`src/rtl/avalon_pkg.sv`:
```
// Shared types and helpers for the Avalon-MM burst slave front end.
// Holds the FSM state encoding, the response codes and the burst range check.
package avalon_pkg;

    typedef enum logic [2:0] {
        IDLE    = 3'd0,
        RD      = 3'd1,
        RD_ERR  = 3'd2,
        WR      = 3'd3,
        WR_ERR  = 3'd4,
        WR_RESP = 3'd5
    } avalon_state_t;

    localparam logic [1:0] RESP_OKAY      = 2'b00;
    localparam logic [1:0] RESP_DECODEERR = 2'b11;

    // Operands are zero-extended to 32 bits, so base+n-1 can never wrap.
    function automatic logic in_range(input logic [31:0] base,
                                      input logic [31:0] n,
                                      input logic [31:0] min_addr,
                                      input logic [31:0] max_addr,
                                      input logic [31:0] max_burst);
        return (base >= min_addr) &&
               ((base + n - 32'd1) <= max_addr) &&
               (n <= max_burst);
    endfunction

endpackage

```
`src/rtl/avalon_burst_counter.sv`:
```
// Beat counter for one burst: counts 0..rollover_val-1, then wraps to 0.
// offset is the current beat index, last_beat flags the final beat.
module avalon_burst_counter #(
    parameter int BCW = 10
) (
    input  logic           clk,
    input  logic           n_rst,
    input  logic           clr,
    input  logic           en,
    input  logic [BCW-1:0] rollover_val,
    output logic           last_beat,
    output logic [BCW-1:0] offset
);

    logic [BCW-1:0] count;

    assign last_beat = (count == rollover_val - BCW'(1));
    assign offset    = count;

    always_ff @(posedge clk or negedge n_rst) begin
        if (!n_rst) begin
            count <= '0;
        end else if (clr) begin
            count <= '0;
        end else if (en) begin
            count <= last_beat ? '0 : count + BCW'(1);
        end
    end

endmodule

```
`src/rtl/avalon_burst_slave.sv`:
```
// Avalon-MM slave front end: single and burst reads/writes onto a local memory port,
// with whole-burst range checking, waitrequest back-pressure and DECODEERROR responses.
module avalon_burst_slave
    import avalon_pkg::*;
#(
    parameter int              AW        = 11,
    parameter int              DW        = 32,
    parameter int              BCW       = 10,
    parameter logic [AW-1:0]   MIN_ADDR  = 11'h001,
    parameter logic [AW-1:0]   MAX_ADDR  = 11'h62B,
    parameter int              MAX_BURST = 256
) (
    input  logic           clk,
    input  logic           n_rst,
    input  logic [AW-1:0]  address,
    input  logic           read,
    input  logic           write,
    input  logic           beginbursttransfer,
    input  logic [BCW-1:0] burstcount,
    input  logic [DW-1:0]  writedata,
    output logic           waitrequest,
    output logic [DW-1:0]  readdata,
    output logic           readdatavalid,
    output logic           writeresponsevalid,
    output logic [1:0]     response,
    output logic [AW-1:0]  mem_addr,
    output logic           mem_rena,
    output logic           mem_wena,
    output logic [DW-1:0]  mem_wdata,
    input  logic [DW-1:0]  mem_rdata
);

    avalon_state_t  state;
    logic [AW-1:0]  base_q;
    logic [BCW-1:0] n_q;
    logic [BCW-1:0] n_in;
    logic           legal_in;
    logic           accept;

    logic           cnt_clr;
    logic           cnt_en;
    logic [BCW-1:0] cnt_roll;
    logic           last_beat;
    logic [BCW-1:0] offset;
    logic [AW-1:0]  beat_addr;
    logic [AW-1:0]  next_rd_addr;

    // beginbursttransfer is informational; burstcount alone drives decode.
    logic unused_inputs;
    assign unused_inputs = beginbursttransfer;

    assign n_in     = (burstcount == '0) ? BCW'(1) : burstcount;
    assign legal_in = in_range(32'(address), 32'(n_in), 32'(MIN_ADDR),
                               32'(MAX_ADDR), 32'(MAX_BURST));
    assign accept   = (state == IDLE) && (read || write);

    assign waitrequest = (state == RD) || (state == RD_ERR) || (state == WR_RESP);

    // Local memory answers one cycle after mem_rena, i.e. exactly when readdatavalid is up.
    assign readdata = (readdatavalid && (state == RD)) ? mem_rdata : '0;

    assign beat_addr    = base_q + AW'(offset);
    assign next_rd_addr = base_q + AW'(offset) + AW'(1);

    // In IDLE the burst length is not latched yet, so the counter sees the incoming one.
    assign cnt_roll = (state == IDLE) ? n_in : n_q;
    assign cnt_clr  = (state == IDLE) && !write;

    always_comb begin
        cnt_en = 1'b0;
        case (state)
            IDLE:       cnt_en = write;
            RD:         cnt_en = mem_rena;
            RD_ERR:     cnt_en = 1'b1;
            WR, WR_ERR: cnt_en = write;
            default:    cnt_en = 1'b0;
        endcase
    end

    avalon_burst_counter #(
        .BCW (BCW)
    ) u_counter (
        .clk          (clk),
        .n_rst        (n_rst),
        .clr          (cnt_clr),
        .en           (cnt_en),
        .rollover_val (cnt_roll),
        .last_beat    (last_beat),
        .offset       (offset)
    );

    always_ff @(posedge clk) begin
        if (accept) begin
            base_q <= address;
            n_q    <= n_in;
        end
    end

    always_ff @(posedge clk or negedge n_rst) begin
        if (!n_rst) begin
            state              <= IDLE;
            readdatavalid      <= 1'b0;
            writeresponsevalid <= 1'b0;
            response           <= RESP_OKAY;
            mem_addr           <= '0;
            mem_rena           <= 1'b0;
            mem_wena           <= 1'b0;
            mem_wdata          <= '0;
        end else begin
            mem_wena           <= 1'b0;
            writeresponsevalid <= 1'b0;
            case (state)
                IDLE: begin
                    readdatavalid <= 1'b0;
                    response      <= RESP_OKAY;
                    mem_rena      <= 1'b0;
                    if (write) begin
                        mem_addr  <= address;
                        mem_wdata <= writedata;
                        mem_wena  <= legal_in;
                        if (last_beat) begin
                            state              <= WR_RESP;
                            writeresponsevalid <= 1'b1;
                            response           <= legal_in ? RESP_OKAY : RESP_DECODEERR;
                        end else begin
                            state <= legal_in ? WR : WR_ERR;
                        end
                    end else if (read) begin
                        if (legal_in) begin
                            state    <= RD;
                            mem_rena <= 1'b1;
                            mem_addr <= address;
                        end else begin
                            state         <= RD_ERR;
                            readdatavalid <= 1'b1;
                            response      <= RESP_DECODEERR;
                        end
                    end
                end
                RD: begin
                    readdatavalid <= mem_rena;
                    response      <= RESP_OKAY;
                    if (mem_rena) begin
                        if (last_beat) begin
                            mem_rena <= 1'b0;
                        end else begin
                            mem_addr <= next_rd_addr;
                        end
                    end else begin
                        // last read beat is on the bus this cycle; fabric sees it, then IDLE
                        state <= IDLE;
                    end
                end
                RD_ERR: begin
                    if (last_beat) begin
                        readdatavalid <= 1'b0;
                        response      <= RESP_OKAY;
                        state         <= IDLE;
                    end
                end
                WR, WR_ERR: begin
                    if (write) begin
                        mem_addr  <= beat_addr;
                        mem_wdata <= writedata;
                        mem_wena  <= (state == WR);
                        if (last_beat) begin
                            state              <= WR_RESP;
                            writeresponsevalid <= 1'b1;
                            response           <= (state == WR) ? RESP_OKAY : RESP_DECODEERR;
                        end
                    end
                end
                WR_RESP: begin
                    response <= RESP_OKAY;
                    state    <= IDLE;
                end
                default: begin
                    state <= IDLE;
                end
            endcase
        end
    end

endmodule

```
`config.mk`:
```
export PLATFORM = sky130hd
export DESIGN_NAME = avalon_burst_slave
export DESIGN_NICKNAME = d
export VERILOG_FILES = /design/src/rtl/avalon_pkg.sv /design/src/rtl/avalon_burst_counter.sv /design/src/rtl/avalon_burst_slave.sv
export SDC_FILE = /design/constraint.sdc
export NUM_CORES = 1
export LEC_CHECK = 0
export CAP_MARGIN = 20
export CORE_ASPECT_RATIO = 1.75
export CORE_UTILIZATION = 53
export DETAILED_ROUTE_END_ITERATION = 10
export PLACE_DENSITY = 0.85
export SYNTH_ARGS = -nofsm -noshare
export SYNTH_HDL_FRONTEND = slang
export SYNTH_SLANG_ARGS = --single-unit
```
`constraint.sdc`:
```
create_clock -name clk -period 7.7 [get_ports clk]
set_input_delay 1.54 -clock clk [delete_from_list [all_inputs] [get_ports clk]]
set_output_delay 1.54 -clock clk [all_outputs]
set_load 0.05 [all_outputs]
```
### After elaboration in Yosys (flattened, before gate mapping)

Cells that the tools add are included.

* flip-flop bits (word level): 83
* bits of input ports: 90
* logic and storage cells: 108

* add/subtract/negate cells: 6
* $lt $le $gt $ge: 3
* equality and inequality tests: 14
* muxes and demuxes: 50
* reductions and logical operators: 24

Operator list (count)
* $mux 11: 6
* $mux 10: 5
* $pmux 11 s3: 1
* $le 32x11->1 const B: 1
* $mux 32: 1
* $mux 3: 8
* $mux 2: 9
* $mux 1: 14
* $sub 12x1->13 const B: 1
* $add 11x10->12: 1
* $pmux 3 s4: 1
* $add 11x1->11 const B: 1
* $add 11x10->11: 1
* $ge 11x1->1 const B: 1
* $add 10x1->10 const B: 1
* $eq 10x10->1: 1
* $le 10x9->1 const B: 1
* $logic_not 10->1: 1
* $sub 10x1->10 const B: 1
* $ne 2x2->1 const B: 4
* $pmux 2 s4: 1
* $eq 3x2->1 const B: 2
* $eq 3x3->1 const B: 2
* $ne 3x3->1 const B: 2
* other kinds (17): 30

### Logic depth before layout (Yosys ltp)

Gate-level depths: netlist (run 1).

* depth in word-level cells: 11
* mapped depth: 16
* gate-level depth less buffers: 14

### Hierarchy

A second synthesis (run 1) with hierarchy kept.

* cells, all modules: 653
* area total of the unflattened synthesis: 6237.2 µm²

By module, submodules not included
* avalon_burst_slave: instances 1, cells each 552, area an instance 5293.8 µm²
* avalon_burst_counter: instances 1, cells each 101, area an instance 943.4 µm²

### Least setup slack after synthesis (run 1)

OpenSTA, ideal clock, no wires.

* kind: input -> register
* start point: in burstcount[3]
* end point: reg mem_addr[1]
* setup time: 125 ps
* data arrival time: 4754 ps
* required time: 7575 ps
* setup slack: 2820 ps
* stages on the path: 16
* cells stage by stage: buf_2 > nor4_2 > a41oi_2 > ha_1 > inv_1 > ha_1 > fa_1 > a21o_1 > nand4_1 > a31oi_1 > xor2_1 > o41ai_1 > o2111ai_1 > a21o_1 > buf_6 > mux2_4

* word-level cells in the longest chain between the ends: 9
* elaborated cells on any way between the ends: 14
* those cells by class: add/sub: 3; order compare: 2; eq/ne: 3; mux: 2; reduce/logical: 4

Ends and longest elaborated chain
* start: declaration: RTL line avalon_burst_slave.sv:19 `input logic [BCW-1:0] burstcount,`
* $logic_not 10->1: RTL line avalon_burst_slave.sv:52 `assign n_in = (burstcount == '0) ? BCW'(1) : burstcount;`
* $mux 10 (*): RTL line avalon_burst_slave.sv:52
* $add 11x10->12: RTL line avalon_pkg.sv:24 `((base + n - 32'd1) <= max_addr) &&`
* $sub 12x1->13: RTL line avalon_pkg.sv:24
* $le 32x11->1: RTL line avalon_pkg.sv:24
* $logic_and 1x1->1: RTL line avalon_pkg.sv:23 `return (base >= min_addr) &&`
* $logic_and 1x1->1: RTL line avalon_pkg.sv:24
* $ne 3x3->1 (no source line)
* $reduce_and 6->1 (no source line) (*)
* end signal: assignment: RTL line avalon_burst_slave.sv:118 `mem_addr <= address;`
* end signal: assignment: RTL line avalon_burst_slave.sv:132 `mem_addr <= address;`
* end signal: assignment: RTL line avalon_burst_slave.sv:147 `mem_addr <= next_rd_addr;`
* end: declaration: RTL line avalon_burst_slave.sv:26 `output logic [AW-1:0] mem_addr,`

Every way passes the cells marked *; elsewhere a longest branch is shown, timed or not.
A chain may end at the register's enable or synchronous reset.

### Worst setup path in the final report (run 1)

* start point: in burstcount[3]
* end point: reg mem_addr[0]

Same word-level chain as after synthesis.

==> run metrics, run 1 <==
status complete, no violations; Max Fclk between 0.15 and 0.2 GHz; Synth cell types 72; Comb power frac 0.609; DRC viols 0; RD Place Congestion 0.9082; min-delay src mem_wdata[15]$_DFFE_PN0P_; Max Cap Viol 0; vias after detailed routing just under 6k; Synth Cell Area 5978 um2; port bufs 170; Max VDD drop a little over 0.3 mV; sequential share of the synthesized area 0.3608; Net Switching 1.493 mW; layout cells sized above 1 0.06132; DIE HEIGHT 142.5 um; Setup CP Type in -> reg; setup bufs post-CTS 0; Reg2Reg Depth 11; CTS tree yes; Hold Crit Endpoint mem_wdata[15]$_DFFE_PN0P_; ys flop type dfrtp_1; TritonCTS Buffers 9; 1st-iter DRT viols 326; Via density a little under 6; post-cts hold buffer count 0; core area 11040 um2; Hold Fails Final Rpt 0; Int Pwr 1.570 mW; Reg clk slew, reported paths roughly 0.060 ns; root buffer cell clkbuf_16; Total Power 3.064 mW; Total GRT Usage 0.2937; post-DP HPWL 13340 um; hold path depth 2; remaining antenna violation count after routing 0; final antenna diode count 0; Power Density 382.1 nW/um2; Clock Skew ~0.0070 ns; Post-synth EDFFs 21; vias in the first global route between 5k and 6k; Worst Path Required 7.92 ns; Placed Instance Area 7716 um2; CTS H-Tree Depth 3; post-cts sizing count 0; Initial Utilization 0.5415; most common cell after layout, fill and taps aside clkdlybuf4s50_1; Design Area, Final 8018 um2; Async S/R FF share, synth 0.7439; fin nets 969; crit start category input pin; Worst EP arrival about 6.4 ns; fin crit period 6.214 ns; clk buf depth 2; Least-Margin Pin Slew 1.103 ns; final max-slew violation count 0; Avg Synthesized Cell Area 8.602 um2; WL final 16880 um; FP Rows 51; Clk Latency, worst-skew pair 0.34 ns; R2R setup slack 3.64 ns; Synth Warn # 0; I/O pins 172; clock power share 0.137; Switching Fraction 0.4875; Tcrit/Tclk final 0.8070; critical path endpoint category flip-flop; Setup TNS 0 ns; Overflow after GRT 0; first-pass detailed-route iteration total 5; largest net degree at the start of global routing 62; hold crit path type reg -> reg; most frequent cells in the layout 169 x clkdlybuf4s50_1, 118 x nand2_1, 61 x dfrtp_1; area delta synth->final 34.11%; relative slew slack 0.2645; number of antenna violations at the first check in global routing 0; R2R Path Start state[1]$_DFFE_PN0P_; Die W slightly above 80 um; RR Endpoint mem_addr[0]$_DFFE_PN0P_; register bit total from synthesis 82; Post-Syn Nets 821; RSZ-0062 raised after global routing false; Seq pwr share 0.254; largest fanout on the critical path 11; DIE AREA 11730 um2; P_leak 3.655 nW; first-pass GRT wire length 26360 um; Clock Sinks 82; Synth Instances 695; final setup vio count 0; routed length per placed instance 17.22 um
Yosys cell counts (9+ instances only):
library cell / count / share of area
edfxtp_1: 21 / 0.11
o21ai_0: 33 / 0.028
xnor2_1: 18 / 0.026
clkbuf_1: 30 / 0.019
nand3_1: 14 / 0.012
mux2_4: 9 / 0.023
inv_1: 59 / 0.037
ha_1: 34 / 0.071
a211oi_1: 11 / 0.014
dfrtp_1: 61 / 0.26
a21oi_1: 24 / 0.020
nor2_1: 35 / 0.022
o21a_1: 9 / 0.011
nor4_1: 9 / 0.0094
nand2_1: 118 / 0.074
and3_1: 39 / 0.041
xor2_1: 11 / 0.016
a22oi_1: 12 / 0.015
nor3_1: 12 / 0.010
mux2i_1: 10 / 0.017
power groups by stage:
stage / Sequential [mW] / Clock [mW] / Combinational [mW]
after floorplan: 1.13 / 0 / 0.967
after global placement: 0.768 / 0 / 1.81
after detailed placement: 0.783 / 0 / 1.86
after CTS: 0.775 / 0.426 / 1.86
after global routing: 0.800 / 0.447 / 2.00
final: 0.777 / 0.420 / 1.87
per-layer routing:
metal,wire length (um),part of all wire,vias to the layer above,global-route usage
li1,-,-,2770,-
met2,8880,0.53,215,0.5198
met1,6412,0.38,2724,0.3262
met4,793,0.047,0,0.1524
met3,792,0.047,55,0.04744
met5,0,0,-,0
per-stage QoR:
| step | setup WS (ns) | hold WS [ns] | utilization | std cells |
|---|---|---|---|---|
| 5_1_grt | 1.246 | 0.4859 | 0.7263 | 980 |
| 3_3_place_gp | 1.279 | 0.4563 | 0.6990 | 964 |
| 6_report | 1.486 | 0.4761 | 0.7263 | 980 |
| 4_1_cts | 1.550 | 0.4813 | 0.7263 | 980 |
| 2_1_floorplan | 2.820 | 0.5205 | - | 695 |
| 3_5_place_dp | 1.195 | 0.4663 | 0.6990 | 964 |
worst max-delay path: stages:
cell and delay (ns):
clkdlybuf4s50_1 0.56, nor4_2 0.53, a41oi_2 0.31, ha_1 0.28
inv_1 0.06, ha_1 0.21, fa_1 0.25, a21o_1 0.15
nand4_1 0.14, a31oi_1 0.35, xor2_1 0.17, o41ai_1 0.11
o2111ai_1 0.77, a21o_1 0.59, mux2_2 0.40
flip-flops by register name (all words and copies together), names as in the netlist, 3 cells and up:
register,cells
base_q,11
mem_addr,11
mem_wdata,32
n_q,10
state,3
u_counter.offset,10
logic make-up (layout without fill, tap and decap cells):
logic type,Yosys count,in the layout,synth area share
fa+ha+maj,36,36,0.07786
simple gates,271,271,0.2223
xor+xnor,29,29,0.04249
flops,82,82,0.3608
compound gates,153,153,0.1773
buf+inv,98,251,0.06676
mux,26,26,0.05253
worst max path at each step:
stage,to,slack [ns],cells after the start,start
2_1_floorplan,mem_addr[1]$_DFFE_PN0P_,2.82,16,burstcount[3]
3_3_place_gp,mem_addr[0]$_DFFE_PN0P_,1.28,15,burstcount[3]
3_5_place_dp,mem_addr[0]$_DFFE_PN0P_,1.20,15,burstcount[3]
4_1_cts,mem_addr[0]$_DFFE_PN0P_,1.55,15,burstcount[3]
5_1_grt,mem_addr[0]$_DFFE_PN0P_,1.25,15,burstcount[3]
6_report,mem_addr[0]$_DFFE_PN0P_,1.49,15,burstcount[3]
final cells by class:
class                           instances  area, um2
Clock buffer                           12      267.8
Inverter                               59      221.5
Clock inverter                          4      33.78
Timing Repair Buffer                  176       1742
Tap cell                              132      165.2
Multi-Input combinational cell        515       3431
Sequential cell                        82       2157
Fill cell                             833       3022
Note: power is estimated with default switching activity, not from simulation.
==> run 2: changes to the inputs <==
--- a/config.mk
+++ b/config.mk
@@ -7,9 +7,9 @@
 export LEC_CHECK = 0
 export CAP_MARGIN = 20
 export CORE_ASPECT_RATIO = 1.75
-export CORE_UTILIZATION = 53
+export CORE_UTILIZATION = 44
 export DETAILED_ROUTE_END_ITERATION = 10
-export PLACE_DENSITY = 0.85
+export PLACE_DENSITY = 0.75
 export SYNTH_ARGS = -nofsm -noshare
 export SYNTH_HDL_FRONTEND = slang
 export SYNTH_SLANG_ARGS = --single-unit
==> constraint.sdc (replaced) <==
create_clock -name clk -period 5.6 [get_ports clk]
set_input_delay 1.12 -clock clk [delete_from_list [all_inputs] [get_ports clk]]
set_output_delay 1.12 -clock clk [all_outputs]
set_load 0.05 [all_outputs]
==> run 2 against run 1 <==
Combinational power rose by 37%. Sequential share of layout area fell by 0.29 points. Setup slack got worse by 0.71 ns. Clock power rose by 34%. Via count fell by 0.64%. Core utilization fell by 12 points. Power rose by 37%. Hold slack got worse by 0.0050 ns. Critical endpoint is now mem_addr[5]$_DFFE_PN0P_. Wire length fell by 0.65%. Register-to-register slack got worse by 1.8 ns. Sequential cell count did not move.
==> run metrics, run 2 (synthesis results as in run 1) <==
Max Cap Viol 0 (unchanged); Initial Utilization 0.4491 (-0.09248); post-cts hold buffer count 0 (unchanged); Biggest register mem_wdata; largest fanout on the critical path 11 (unchanged); RSZ-0062 raised after global routing false; post-DP HPWL 13210 um (-1.0%); root buffer cell clkbuf_16; first-pass GRT wire length 26770 um (+1.5%); setup bufs post-CTS 0 (unchanged); core area 13310 um2 (+21%); Overflow after GRT 0 (unchanged); Clock Sinks 82 (unchanged); FP Rows 56 (+9.8%); final max-slew violation count 0 (unchanged); first-pass detailed-route iteration total 5 (unchanged); Clk Latency, worst-skew pair 0.34 ns (about the same); RD Place Congestion 0.9356 (+3.0%); Worst Path Required 5.82 ns (-2.10 ns); DIE AREA 14080 um2 (+20%); critical path endpoint category flip-flop; most frequent cells in the layout 169 x clkdlybuf4s50_1, 118 x nand2_1, 61 x dfrtp_1; final antenna diode count 0 (unchanged); Hold Fails Final Rpt 0 (unchanged); WL final 16770 um (-0.65%); max reg flops 32 (unchanged); Tcrit/Tclk final 0.8616; post-cts sizing count 0 (unchanged); fin crit period 4.825 ns; TritonCTS Buffers 9 (unchanged); Clock Skew 0.01005 ns (+0.003044 ns); final setup vio count 0 (unchanged); area delta synth->final 35.58%; Least-Margin Pin Slew 1.206 ns (+0.1029 ns); DIE HEIGHT 156.2 um (+9.6%); CTS H-Tree Depth 3 (unchanged); Reg clk slew, reported paths 0.06 ns (about the same); vias in the first global route 5590 (+1.1%); port bufs 170 (unchanged); largest net degree at the start of global routing 62 (unchanged); Max VDD drop 0.2045 mV (-33%); I/O pins 172 (unchanged); DRC viols 0 (unchanged); remaining antenna violation count after routing 0 (unchanged); final core occ 0.6088 (-0.1174); Power Density 516.6 nW/um2 (+35%); relative slew slack 0.1960 (-0.06858); Die W 90.12 um (+9.5%); P_leak 3.678 nW (+0.63%); hold crit path type reg -> reg; layout cells sized above 1 0.07018 (+0.008855); fin nets 976 (+0.72%); most common cell after layout, fill and taps aside clkdlybuf4s50_1; top flop regs mem_wdata (32), base_q (11), mem_addr (11); Max Fclk 0.2073 GHz; crit start category input pin; Worst EP arrival 5.05 ns (-1.38 ns); Setup TNS 0 ns (unchanged); 1st-iter DRT viols 291 (-11%); vias after detailed routing 5727 (-0.64%); CTS tree yes; number of antenna violations at the first check in global routing 0 (unchanged); Total GRT Usage 0.2379 (-0.05576); clk buf depth 2 (unchanged); Via density 5.566 (-5.4%); status complete, no violations; Setup CP Type in -> reg; routed length per placed instance 16.30 um (-5.4%)
## run 2: final timing paths
check / start / endpoint / slack [ns] / cells past startpoint
worst max-delay path: burstcount[2] / mem_addr[5]$_DFFE_PN0P_ / 0.78 / 16
worst min-delay path: mem_wdata[15]$_DFFE_PN0P_ / mem_wdata[15]$_DFFE_PN0P_ / 0.47 / 2
worst max register to register: state[1]$_DFFE_PN0P_ / mem_addr[0]$_DFFE_PN0P_ / 1.85 / 9
worst min register to register: mem_wdata[15]$_DFFE_PN0P_ / mem_wdata[15]$_DFFE_PN0P_ / 0.47 / 2
max in group asynchronous: n_rst / u_counter.offset[2]$_DFFE_PN0P_ / 4.16 / 2
min in group asynchronous: n_rst / mem_addr[3]$_DFFE_PN0P_ / 0.92 / 2
## run 2: per-stage QoR
stage               setup WS [ns]  std cells  cell area (um2)  hold slack, ns  power (mW)
CTS                        0.7852       1029             8105          0.4772       4.197
finish                     0.7753       1029             8105          0.4711       4.187
floorplan                   1.140        695             5978          0.5205       2.881
global placement           0.4916       1013             7821          0.4581       3.553
detailed placement         0.4573       1013             7821          0.4608       3.627
global route               0.4978       1029             8105          0.4954       4.444
## run 2: power by group
part           switching, mW  leakage [nW]  internal, mW
Clock                  0.256         0.133         0.307
Sequential             0.205         0.967         0.858
Combinational           1.60          2.58         0.964
## run 2: cell type report
cell class / count / area, um2
fill: 1173 / 5207
timing repair buffer: 183 / 1794
tap: 174 / 217.7
inverter: 59 / 221.5
clock inverter: 7 / 58.81
clock buffer: 9 / 225.2
multi-input combinational: 515 / 3431
sequential: 82 / 2157
## run 2: critical path, stage by stage
cell	delay [ns]
clkdlybuf4s50_1	0.64
nor3_1	0.12
a41oi_2	0.31
ha_1	0.20
inv_1	0.04
ha_1	0.21
fa_1	0.41
a21o_1	0.21
nand4_1	0.11
nand3b_1	0.10
xor2_1	0.15
o41ai_1	0.43
o2111ai_1	0.26
a21o_1	0.22
buf_4	0.20
mux2_4	0.31
## run 2: routing by layer
layer	GRT usage	routed length (um)	up-vias
li1	-	-	2774
met1	0.2597	6313	2698
met2	0.4351	8985	205
met3	0.03558	732	50
met4	0.1367	737	0
met5	0	0	-
